### config.mk
export PLATFORM = sky130hd
export DESIGN_NAME = receptor_notas_tom
export DESIGN_NICKNAME = d
export VERILOG_FILES = /design/src/rtl/receptor_notas_tom.sv
export SDC_FILE = /design/constraint.sdc
export NUM_CORES = 1
export LEC_CHECK = 0
export ABC_AREA = 1
export CORE_UTILIZATION = 39
export CTS_BUF_LIST = sky130_fd_sc_hd__clkbuf_8
export DETAILED_ROUTE_END_ITERATION = 16
export DONT_BUFFER_PORTS = 1
export GPL_TIMING_DRIVEN = 0
export SKIP_LAST_GASP = 1
export SLEW_MARGIN = 10
export SYNTH_ARGS = -nofsm -noshare
export SYNTH_HDL_FRONTEND = slang
export SYNTH_SLANG_ARGS = --single-unit
### constraint.sdc
create_clock -name clock -period 5 [get_ports clock]
set_input_delay 1.5 -clock clock [delete_from_list [all_inputs] [get_ports clock]]
set_output_delay 1.5 -clock clock [all_outputs]
set_load 0.01 [all_outputs]
### src/rtl/receptor_notas_tom.sv
// Note-playback receiver: synchronizes and debounces a 3-bit note code and
// drives a buzzer with a per-note square wave, sustaining short notes.
module receptor_notas_tom #(
  parameter int CLK_HZ          = 50000000,
  parameter int STABLE_CYCLES   = 4,
  parameter int MIN_PLAY_CYCLES = 2500000
) (
  input  logic       clock,
  input  logic       reset,
  input  logic [2:0] nota_in,
  input  logic       habilita,
  output logic       buzzer,
  output logic       tocando,
  output logic [2:0] nota_atual,
  output logic       nova_nota,
  output logic [1:0] db_estado
);

  localparam int CW = $clog2(STABLE_CYCLES + 1);
  localparam int TW = (MIN_PLAY_CYCLES > 0) ? $clog2(MIN_PLAY_CYCLES + 1) : 1;
  localparam logic [CW-1:0] STABLE_T = CW'(STABLE_CYCLES);
  localparam logic [TW-1:0] MIN_T    = TW'(MIN_PLAY_CYCLES);

  typedef enum logic [1:0] {
    SILENCIO = 2'd0,
    TOCANDO  = 2'd1,
    SUSTENTA = 2'd2
  } estado_t;

  estado_t state, state_next;
  logic          load;
  logic [2:0]    sync1, sync2, prev, aceito;
  logic [CW-1:0] stable_cnt, stable_next;
  logic [23:0]   div, half_cur;
  logic          phase;
  logic [TW-1:0] timer;
  logic          expired;

  function automatic logic [23:0] half_of(input logic [2:0] n);
    case (n)
      3'd1:    half_of = 24'(CLK_HZ / (2 * 262));
      3'd2:    half_of = 24'(CLK_HZ / (2 * 294));
      3'd3:    half_of = 24'(CLK_HZ / (2 * 330));
      3'd4:    half_of = 24'(CLK_HZ / (2 * 349));
      3'd5:    half_of = 24'(CLK_HZ / (2 * 392));
      3'd6:    half_of = 24'(CLK_HZ / (2 * 440));
      3'd7:    half_of = 24'(CLK_HZ / (2 * 494));
      default: half_of = 24'd1;
    endcase
  endfunction

  // Run length of the current synchronized code, saturating at STABLE_CYCLES.
  always_comb begin
    stable_next = stable_cnt;
    if (sync2 != prev)
      stable_next = CW'(1);
    else if (stable_cnt < STABLE_T)
      stable_next = stable_cnt + CW'(1);
  end

  always_ff @(posedge clock) begin
    if (!reset) begin
      sync1      <= '0;
      sync2      <= '0;
      prev       <= '0;
      stable_cnt <= '0;
      aceito     <= '0;
    end else begin
      sync1      <= nota_in;
      sync2      <= sync1;
      prev       <= sync2;
      stable_cnt <= stable_next;
      if (stable_next >= STABLE_T)
        aceito <= sync2;
    end
  end

  assign expired  = (timer >= MIN_T);
  assign half_cur = half_of(nota_atual);

  always_ff @(posedge clock) begin
    if (!reset)
      state <= SILENCIO;
    else
      state <= state_next;
  end

  // A different nonzero code always reloads, even when the timer expires.
  always_comb begin
    state_next = state;
    load       = 1'b0;
    case (state)
      SILENCIO: begin
        if (aceito != 3'd0) begin
          load       = 1'b1;
          state_next = TOCANDO;
        end
      end
      TOCANDO: begin
        if (aceito != 3'd0 && aceito != nota_atual)
          load = 1'b1;
        else if (aceito == 3'd0)
          state_next = expired ? SILENCIO : SUSTENTA;
      end
      SUSTENTA: begin
        if (aceito != 3'd0 && aceito != nota_atual) begin
          load       = 1'b1;
          state_next = TOCANDO;
        end else if (expired)
          state_next = SILENCIO;
        else if (aceito == nota_atual)
          state_next = TOCANDO;
      end
      default: state_next = SILENCIO;
    endcase
  end

  always_ff @(posedge clock) begin
    if (!reset) begin
      nota_atual <= '0;
      div        <= '0;
      phase      <= 1'b0;
      timer      <= '0;
      nova_nota  <= 1'b0;
    end else if (load) begin
      nota_atual <= aceito;
      div        <= '0;
      phase      <= 1'b1;
      timer      <= '0;
      nova_nota  <= 1'b1;
    end else begin
      nova_nota <= 1'b0;
      if (state_next == SILENCIO) begin
        nota_atual <= '0;
        div        <= '0;
        phase      <= 1'b0;
        timer      <= '0;
      end else begin
        if (div == half_cur - 24'd1) begin
          div   <= '0;
          phase <= ~phase;
        end else begin
          div <= div + 24'd1;
        end
        if (timer < MIN_T)
          timer <= timer + TW'(1);
      end
    end
  end

  assign buzzer    = phase & habilita;
  assign tocando   = (state != SILENCIO);
  assign db_estado = state;

endmodule
==> Implementation_results.wiki <==
{| class="wikitable"
! Metric !! Value
|-
| DRC Markers || 0
|-
| Worst Path Required || 3.50 ns
|-
| Setup TNS || 0 ns
|-
| Setup clock skew after layout || 0.0101 ns
|-
| First-pass GRT wire length || 15.1 mm
|-
| Total CTS buffers || 9
|-
| Maximum number of pins on one net before global-route repair || 15
|-
| Share of layout cells above drive strength 1 || 0.0929
|-
| Die Y-Extent || 105 µm
|-
| Critical register-to-register path endpoint || div[9]$_SDFF_PP0_
|-
| Final Wtd Congestion || 0.872
|-
| Cell area after synthesis || 4120 µm²
|-
| Final worst-path cycle share || 0.624
|-
| Starting Density || 0.401
|-
| Master cell of the clock root buffer || sky130_fd_sc_hd__clkbuf_8
|-
| Mean post-synth cell area || 6.66 µm²
|-
| Estimated wirelength of the detail-placed design || 6.44 mm
|-
| RSZ-0062 raised after global routing || no
|-
| Number of detailed-routing iterations run before antenna repair || 4
|-
| CORE AREA || 10300 µm²
|-
| Hold-critical path endpoint || sync2[2]$_SDFF_PN0_
|-
| Total number of yosys warnings || 0
|-
| Standard cell area after detailed placement || 4290 µm²
|-
| Leading cell type in the layout, fill and taps excluded || sky130_fd_sc_hd__nand2_1
|-
| Gate count of the mapped netlist || 619
|-
| Worst r2r path cells || 19
|-
| Total via count after detailed routing || 3513
|-
| Setup crit start kind || primary input
|-
| CP top delay family || buffers and inverters
|-
| WS Path Type || in -> out
|-
| Clk_lat worst skew || 0.35 ns
|-
| Setup slack after layout || 1.88 ns
|-
| Area added between synthesis and finish || 9.10%
|-
| Final routed wirelength across all metal layers || 8.52 mm
|-
| Final max-slew violation count || 0
|-
| Combined global-route utilization of all metal layers || 0.170
|-
| Slowest stage cell, crit path || sky130_fd_sc_hd__inv_1
|-
| Via count of the first global-routing pass || 3307
|-
| Path class of the lowest-slack min-delay path || reg -> reg
|-
| Setup slack after placement || 1.88 ns
|-
| Arrival @ worst endpoint || 1.62 ns
|-
| Cell Pwr Density || 291 nW/µm²
|-
| Biggest area consumer among synthesized cells || sky130_fd_sc_hd__dfxtp_1
|-
| Combined area of the multi-input logic cells || 2260 µm²
|-
| Launching point of the worst reg2reg path || nota_atual[2]$_SDFFE_PN0P_
|-
| I/O pin count || 14
|-
| Post-Syn Nets || 634
|-
| Largest cells by area after synthesis || sky130_fd_sc_hd__dfxtp_1 33%, sky130_fd_sc_hd__nand2_1 13%, sky130_fd_sc_hd__inv_1 9.4%
|-
| Worst ir drop on vdd || 0.000182 V
|-
| Utilization after layout || 0.438
|-
| Post-CTS setup buffer count || 0
|-
| Final nets || 645
|-
| Die outline width || 105 µm
|-
| Routed Antenna Nets || 0
|-
| Die Outline Area || 11000 µm²
|-
| Worst Hold Margin || 0.416 ns
|-
| Worst slew margin relative to its limit || 0.662
|-
| Number of setup violations in the final report || 0
|-
| Slowest cell delay on critical path || 0.09 ns
|-
| Commonest non-fill, non-tap cells in the layout || 147 x sky130_fd_sc_hd__nand2_1, 103 x sky130_fd_sc_hd__inv_1, 92 x sky130_fd_sc_hd__nor2_1
|-
| Sum of internal, switching and leakage power || 1.31 mW
|-
| DRT iter0 DRCs || 157
|-
| Cell-by-cell listing of the critical path || nand2_1 -> inv_1
|-
| Seq. cell area || 1360 µm²
|-
| Slew at the pin closest to its max-slew limit || 0.502 ns
|-
| CTS max path bufs || 2
|-
| Non-filler instance count after layout || 771
|-
| Worst path bufs/invs || 1
|-
| CTS sink cnt || 68
|-
| Setup slack on the worst flop-to-flop path || 2.30 ns
|-
| Final period demand of the worst path || 3.12 ns
|-
| Top-area cell type share of the netlist area || 0.330
|-
| Hold Crit Start || sync1[2]$_SDFF_PN0_
|-
| Leak pwr || 1.88 nW
|-
| Via-to-Cell Ratio || 4.56
|-
| Sequential fraction of the synthesis area || 0.330
|-
| Filler instances || 1117
|-
| Clock transition at the register clock pins on the worst setup and hold paths after CTS || 0.09 ns
|-
| GRT Residual Overflow || 0
|-
| Synth unique cells || 40
|-
| Antenna diode count || 0
|-
| Critical path capture point type || primary output
|-
| Run status || finished clean
|-
| Per-cell routed wire length || 11.1 µm
|-
| Max-cap violations || 0
|-
| Site row count || 37
|-
| Number of stages on the worst hold path || 2
|-
| # port buffers || 0
|-
| CTS Hold Buffers Added || 0
|-
| TritonCTS clock tree || yes
|-
| Count of cells resized by post-cts repair || 0
|-
| Total instance count after detailed placement || 755
|-
| Endpoints failing hold || 0
|-
| Number of synthesized register bits || 68
|-
| Post-route standard cell area excluding fillers || 4500 µm²
|-
| Biggest fanout along the worst timing path || 1
|-
| Maximum frequency from static timing analysis || 321 MHz
|-
| Number of antenna violations at the first check in global routing || 0
|-
| Number of H-tree levels || 3
|}
-- synthesized netlist by cell type (all sizes together) --
master / instances
a21oi: 8
a22oi: 2
a31oi: 2
and2: 1
and3: 1
buf: 11
clkbuf: 2
dfxtp: 68
ha: 9
inv: 106
mux2i: 1
nand2: 151
nand3: 48
nand4: 12
nor2: 107
nor3: 18
nor4: 4
o211ai: 1
o21a: 1
o21ai: 17
o21bai: 1
o22ai: 1
xnor2: 13
xor2: 34
-- worst max path at each step --
stage | from | slack [ns] | end | cells after the start
2_1_floorplan | habilita | 1.88 | buzzer | 2
3_3_place_gp | habilita | 1.88 | buzzer | 2
3_5_place_dp | habilita | 1.88 | buzzer | 2
4_1_cts | habilita | 1.88 | buzzer | 2
5_1_grt | habilita | 1.87 | buzzer | 2
6_report | habilita | 1.88 | buzzer | 2
-- kinds of logic after synthesis --
| group | share of synthesized area |
|---|---|
| xor gates and xnor gates | 0.0998 |
| and+or+nand+nor | 0.370 |
| buffers and inverters | 0.122 |
| muxes | 0.00243 |
| DFF | 0.330 |
| adders and majority gates | 0.0273 |
| AOI/OAI and AO/OA | 0.0483 |
-- state kept, by name, indices dropped and copies added, names as in the netlist --
signal	count
div	24
timer	22
aceito	3
nota_atual	3
prev	3
stable_cnt	3
sync1	3
sync2	3
db_estado	2
nova_nota	1
phase	1
-- power by group --
| group | switching [mW] | internal, mW | total [mW] | leakage, nW |
|---|---|---|---|---|
| Clock | 0.244 | 0.237 | 0.482 | 0.101 |
| Sequential | 0.0253 | 0.561 | 0.586 | 0.550 |
| Combinational | 0.156 | 0.0832 | 0.240 | 1.23 |
-- final cells by class --
class,instances,share of cell area
Clock buffer,9,0.0275
Clock inverter,7,0.0181
Multi-Input combinational cell,432,0.502
Inverter,106,0.0885
Sequential cell,68,0.303
Tap cell,136,0.0378
Buffer,13,0.0236
-- per-layer routing --
layer	up-vias	GRT usage	part of all wire	wire (µm)
li1	1918	-	-	-
met1	1539	0.230	0.52	4390
met2	46	0.263	0.43	3690
met3	10	0.0374	0.036	308
met4	0	0.0704	0.015	131
met5	-	0	0	0
No activity file was read; power rests on OpenSTA's default activity.
